$ cat src/rtl/button_cmd_arbiter.sv
// Button press sequencer: per-channel edge detect, pending latch and round-robin grant
// onto a valid/ready command stream. Define AUTO_REPEAT_EN to add hold-to-repeat presses.
module button_cmd_arbiter #(
    parameter int NUM_BTN       = 4,
    parameter int ID_W          = 2,
    parameter int CNT_W         = 8,
    parameter int REPEAT_DELAY  = 16,
    parameter int REPEAT_PERIOD = 4
) (
    input  logic               clk,
    input  logic               reset,
    input  logic [NUM_BTN-1:0] level,
    input  logic               cmd_ready,
    output logic               cmd_valid,
    output logic [ID_W-1:0]    cmd_id,
    output logic [NUM_BTN-1:0] pending,
    output logic [NUM_BTN-1:0] overrun
);

    // Handshake: a command transfers on a clock edge where cmd_valid and cmd_ready are
    // both high; while cmd_valid is high and cmd_ready is low, cmd_id holds its value.

    if (NUM_BTN > 2**ID_W) begin : g_bad_id_w
        $error("ID_W too narrow for NUM_BTN");
    end
    if (REPEAT_PERIOD < 1 || REPEAT_DELAY <= REPEAT_PERIOD || REPEAT_DELAY > 2**CNT_W) begin : g_bad_repeat
        $error("repeat timing does not fit the counter");
    end

    typedef enum logic {ST_EMPTY = 1'b0, ST_VALID = 1'b1} state_t;

    state_t             state_q, state_d;
    logic [NUM_BTN-1:0] level_q;
    logic [NUM_BTN-1:0] pending_q, pending_d;
    logic [NUM_BTN-1:0] overrun_q, overrun_d;
    logic [ID_W-1:0]    rr_ptr_q;
    logic [ID_W-1:0]    cmd_id_q;
    logic [NUM_BTN-1:0] edge_press;
    logic [NUM_BTN-1:0] press;
    logic               grant_en;
    logic               grant_found;
    logic [ID_W-1:0]    grant_idx;
    logic [ID_W-1:0]    cand;
    logic [NUM_BTN-1:0] grant_oh;

    assign edge_press = level & ~level_q;

`ifdef AUTO_REPEAT_EN
    logic [CNT_W-1:0]   rep_cnt_q [NUM_BTN];
    logic [CNT_W-1:0]   rep_cnt_d [NUM_BTN];
    logic [NUM_BTN-1:0] arm_q, arm_d;
    logic [NUM_BTN-1:0] rep_press;

    // Only a button pressed since reset is armed, so a hold through reset never repeats.
    always_comb begin
        rep_press = '0;
        arm_d     = arm_q;
        for (int i = 0; i < NUM_BTN; i++) begin
            rep_cnt_d[i] = rep_cnt_q[i];
            rep_press[i] = arm_q[i] & level[i] & ~edge_press[i] &
                           (rep_cnt_q[i] == CNT_W'(REPEAT_DELAY - 1));
            if (!level[i]) begin
                arm_d[i]     = 1'b0;
                rep_cnt_d[i] = '0;
            end else if (edge_press[i]) begin
                arm_d[i]     = 1'b1;
                rep_cnt_d[i] = '0;
            end else if (rep_press[i]) begin
                rep_cnt_d[i] = CNT_W'(REPEAT_DELAY - REPEAT_PERIOD);
            end else begin
                rep_cnt_d[i] = rep_cnt_q[i] + CNT_W'(1);
            end
        end
    end

    always_ff @(posedge clk) begin
        if (reset) begin
            arm_q <= '0;
            for (int i = 0; i < NUM_BTN; i++) rep_cnt_q[i] <= '0;
        end else begin
            arm_q <= arm_d;
            for (int i = 0; i < NUM_BTN; i++) rep_cnt_q[i] <= rep_cnt_d[i];
        end
    end

    assign press = edge_press | rep_press;
`else
    assign press = edge_press;
`endif

    // Round-robin search starting just after the last winner.
    always_comb begin
        grant_found = 1'b0;
        grant_idx   = '0;
        cand        = '0;
        for (int k = 1; k <= NUM_BTN; k++) begin
            cand = ID_W'((int'(rr_ptr_q) + k) % NUM_BTN);
            if (!grant_found && pending_q[cand]) begin
                grant_found = 1'b1;
                grant_idx   = cand;
            end
        end
    end

    always_ff @(posedge clk) begin
        if (reset) state_q <= ST_EMPTY;
        else       state_q <= state_d;
    end

    always_comb begin
        state_d  = state_q;
        grant_en = 1'b0;
        case (state_q)
            ST_EMPTY: begin
                if (grant_found) begin
                    grant_en = 1'b1;
                    state_d  = ST_VALID;
                end
            end
            ST_VALID: begin
                if (cmd_ready) begin
                    if (grant_found) grant_en = 1'b1;
                    else             state_d  = ST_EMPTY;
                end
            end
            default: state_d = ST_EMPTY;
        endcase
    end

    always_comb begin
        cmd_valid = (state_q == ST_VALID);
    end

    // A press in the grant cycle re-sets the bit being cleared, so it is kept.
    always_comb begin
        grant_oh  = grant_en ? (NUM_BTN'(1) << grant_idx) : '0;
        pending_d = (pending_q & ~grant_oh) | press;
        overrun_d = press & pending_q & ~grant_oh;
    end

    always_ff @(posedge clk) begin
        if (reset) begin
            level_q   <= '1;
            pending_q <= '0;
            overrun_q <= '0;
            rr_ptr_q  <= ID_W'(NUM_BTN - 1);
            cmd_id_q  <= '0;
        end else begin
            level_q   <= level;
            pending_q <= pending_d;
            overrun_q <= overrun_d;
            if (grant_en) begin
                rr_ptr_q <= grant_idx;
                cmd_id_q <= grant_idx;
            end
        end
    end

    assign cmd_id  = cmd_id_q;
    assign pending = pending_q;
    assign overrun = overrun_q;

endmodule
$ cat config.mk
export PLATFORM = sky130hd
export DESIGN_NAME = button_cmd_arbiter
export DESIGN_NICKNAME = d
export VERILOG_FILES = /design/src/rtl/button_cmd_arbiter.sv
export SDC_FILE = /design/constraint.sdc
export NUM_CORES = 1
export LEC_CHECK = 0
export ABC_AREA = 1
export BUFFER_PORTS_ARGS = -buffer_cell sky130_fd_sc_hd__buf_2
export CELL_PAD_IN_SITES_DETAIL_PLACEMENT = 1
export CELL_PAD_IN_SITES_GLOBAL_PLACEMENT = 2
export CORE_MARGIN = 3
export CORE_UTILIZATION = 29
export DETAILED_ROUTE_END_ITERATION = 16
export PLACE_DENSITY = 0.82
export SLEW_MARGIN = 20
export SYNTH_ARGS = -nofsm -noshare
export SYNTH_HDL_FRONTEND = slang
export SYNTH_SLANG_ARGS = --single-unit
$ cat constraint.sdc
create_clock -name clk -period 1.83 [get_ports clk]
set_input_delay 0.549 -clock clk [delete_from_list [all_inputs] [get_ports clk]]
set_output_delay 0.549 -clock clk [all_outputs]
set_load 0.005 [all_outputs]
==> qor.csv <==
metric,value,unit
die_area,0.00398,mm^2
hold_path_class,in -> reg,
grt_use_total,12.4,%
yosys_warnings,0,
required,1.99,ns
syn_avg_cell_area,6.95,um^2
switching_share,48.2,%
core-area,0.00308,mm^2
period_minus_slack,1.67,ns
flow.area_growth_from_synthesis,16.8,%
drtAntennaViolNets,0,
vdd_drop_max,0.000561,V
cp-end-kind,register,
ios,18,
routed_wl,2.22,mm
cp_data_arrival_time,1.83,ns
path_max_fanout,11,
grt_pass1_vias,920,
cp_common_cell,nand2_1,
start_util,30.7,%
drt_iter0_drc,16,
synth_top_cell_by_area,dfxtp_1,
synth_area_leaders,"dfxtp_1 (36%), nand2_1 (19%), inv_1 (6.8%)",
rows,20,
cts_made_buffers,3,
grt-ovfl-total,0,
vias_per_cell,4.29,
outcome,finished clean,
io_buffers,17,
dp_slack,0.0306,ns
crit_chain,inv_6 -> nand2_1 -> nand2_1 -> nand2_2 -> a31oi_1 -> nand2_1 -> nor2_4 -> nor2_2 -> inv_1 -> o211ai_1,
max_cap_viol_count,0,
synthArstFlopShare,0,%
synth_ff_type,dfxtp_1,
fin_crit_sh,91.3,%
fmax,599,MHz
dr_total_vias,854,
drv_slew,0,
syn_inst,136,
synth_top_area_share,36.0,%
hold-worst-slack,0.433,ns
path_delay_family,simple AND/OR/NAND/NOR gates,
worstMarginPinSlew,0.446,ns
fin_nets,163,
antenna_cells,0,
crit_type,reg -> reg,
cts_tree,yes,
synth_edf_count,0,
multi_input_area,502,um^2
gp_congestion,0.744,
crit_path_start_kind,register,
antenna_found_initial,0,
finalClockSkew,0.000758,ns
synthTopCellsByCount,"nand2_1 (48), dfxtp_1 (17), inv_1 (17), nand2_2 (10), nor2_1 (9)",
cp_slowest_stage_delay,0.39,ns
yosysSeqAreaShare,36.0,%
power.leakage,0.564,nW
drive_above_1_share,33.5,%
power.density,1460,mW/mm^2
grt_pass1_wl,3.89,mm
power_frac_comb,56.2,%
crit_slowest_cell,dfxtp_4,
ys_ff_latch,17,
regToRegSetupSlack,0.16,ns
switchingPower,0.000779,W
htreeDepth,1,
finalHoldViolations,0,
grt_setup_unrepaired,no,
finalSetupViolCount,0,
syn_area,945,um^2
cp_num_buf_inv,2,
hpwl,1.79,mm
grt_max_degree,15,
post_cts_buffers,0,
relSlewSlack,70.2,%
path_clk_slew,0.09,ns
worst_slack,0.160,ns
seqPwrFrac,31.2,%
drc_errors,0,
die_h,63.1,um
synth_fp_nets,143,
fp.dieW,63.1,um
clkPwrFrac,12.7,%
root_buffer,clkbuf_4,
fillCellCount,416,
synth.most_common_cell,nand2_1,
drtPass1Iterations,4,
yosysUniqueCellTypes,23,
routedWlPerCell,11.1,um
intPower,0.000836,W
clkLatencyLatePin,0.30,ns
clk_path_buf_depth,2,
finalSetupTns,0,ns
register_area,345,um^2
clock_sinks,17,
[cell usage in the layout (no fill, tap or decap)]
master,count
nand2_2,10
nand3_2,3
buf_4,1
nor2_1,8
nand4_1,1
inv_6,1
o21ai_0,2
nor2_4,3
a31oi_1,1
clkbuf_1,1
o21ai_4,1
nand2_4,2
nand2_1,48
inv_2,1
inv_1,17
buf_2,17
o211ai_1,2
a21oi_2,1
dfxtp_4,1
nand3_1,6
a21oi_1,2
dfxtp_2,1
inv_4,1
dfxtp_1,15
o21ai_2,1
nor2_2,5
clkbuf_4,3
[logic make-up (layout without fill, tap and decap cells)]
logic type	after synthesis	count (layout)	synth area share [%]
flip-flops	17	17	36.0
AO/OA/AOI/OAI	10	10	7.95
buffers and inverters	23	42	11.7
AND/OR/NAND/NOR	86	86	44.4
[path summary, 6_finish.rpt]
| path | start | endpoint | depth (start not counted) |
|---|---|---|---|
| max | rr_ptr_q[0]$_SDFFE_PP1P_ | rr_ptr_q[1]$_SDFFE_PP1P_ | 10 |
| min | level[0] | level_q[0]$_SDFF_PP1_ | 3 |
| min reg2reg | cmd_id[0]$_SDFFE_PP0P_ | cmd_id[0]$_SDFFE_PP0P_ | 2 |
| max reg2reg | rr_ptr_q[0]$_SDFFE_PP1P_ | rr_ptr_q[1]$_SDFFE_PP1P_ | 10 |
[cell type report]
type	count	area share, %
Inverter	20	7.48
Clock buffer	4	2.38
Multi-Input combinational cell	96	45.5
Sequential cell	17	31.3
Tap cell	44	4.99
Timing Repair Buffer	18	8.39
[what timing repair did]
action / in CTS / in global routing
resized for setup: 0 / 6
setup endpoints to repair: 0 / 12
hold buffers: 0 / 0
[per-layer routing]
layer	GRT usage [%]	routed length, um	vias to the layer above
li1	-	-	448
met1	14.2	977	388
met2	22.1	1130	13
met3	1.60	59	5
met4	6.61	54	0
met5	0	0	-
[power by group through the flow]
stage	Combinational [W]	Clock, W	Sequential, W
5_1_grt	0.00102	0.000229	0.000514
3_5_place_dp	0.000895	0	0.000502
6_report	0.000907	0.000204	0.000503
2_1_floorplan	0.000755	0	0.000481
3_3_place_gp	0.000889	0	0.000496
4_1_cts	0.000899	0.000218	0.000494
[registers in the layout, indices dropped and copies added, names as in the netlist]
register   count
cmd_valid      1
overrun        4
level_q        4
rr_ptr_q       2
pending        4
cmd_id         2
[worst register-to-register path, cell delays in order (launching register included)]
cell	delay (ns)
dfxtp_4	0.39
inv_6	0.12
nand2_1	0.08
nand2_1	0.14
nand2_2	0.08
a31oi_1	0.16
nand2_1	0.12
nor2_4	0.20
nor2_2	0.06
inv_1	0.09
o211ai_1	0.09
[metrics by stage]
step	utilization, %	cells	instance area (um^2)	power (W)
CTS	35.4	199	1090	0.00161
finish	35.9	199	1100	0.00162
detailed placement	34.5	195	1060	0.00140
floorplan	-	136	945	0.00124
global placement	34.5	195	1060	0.00139
global route	35.9	199	1100	0.00176
Power figures use the tool's default switching activity.
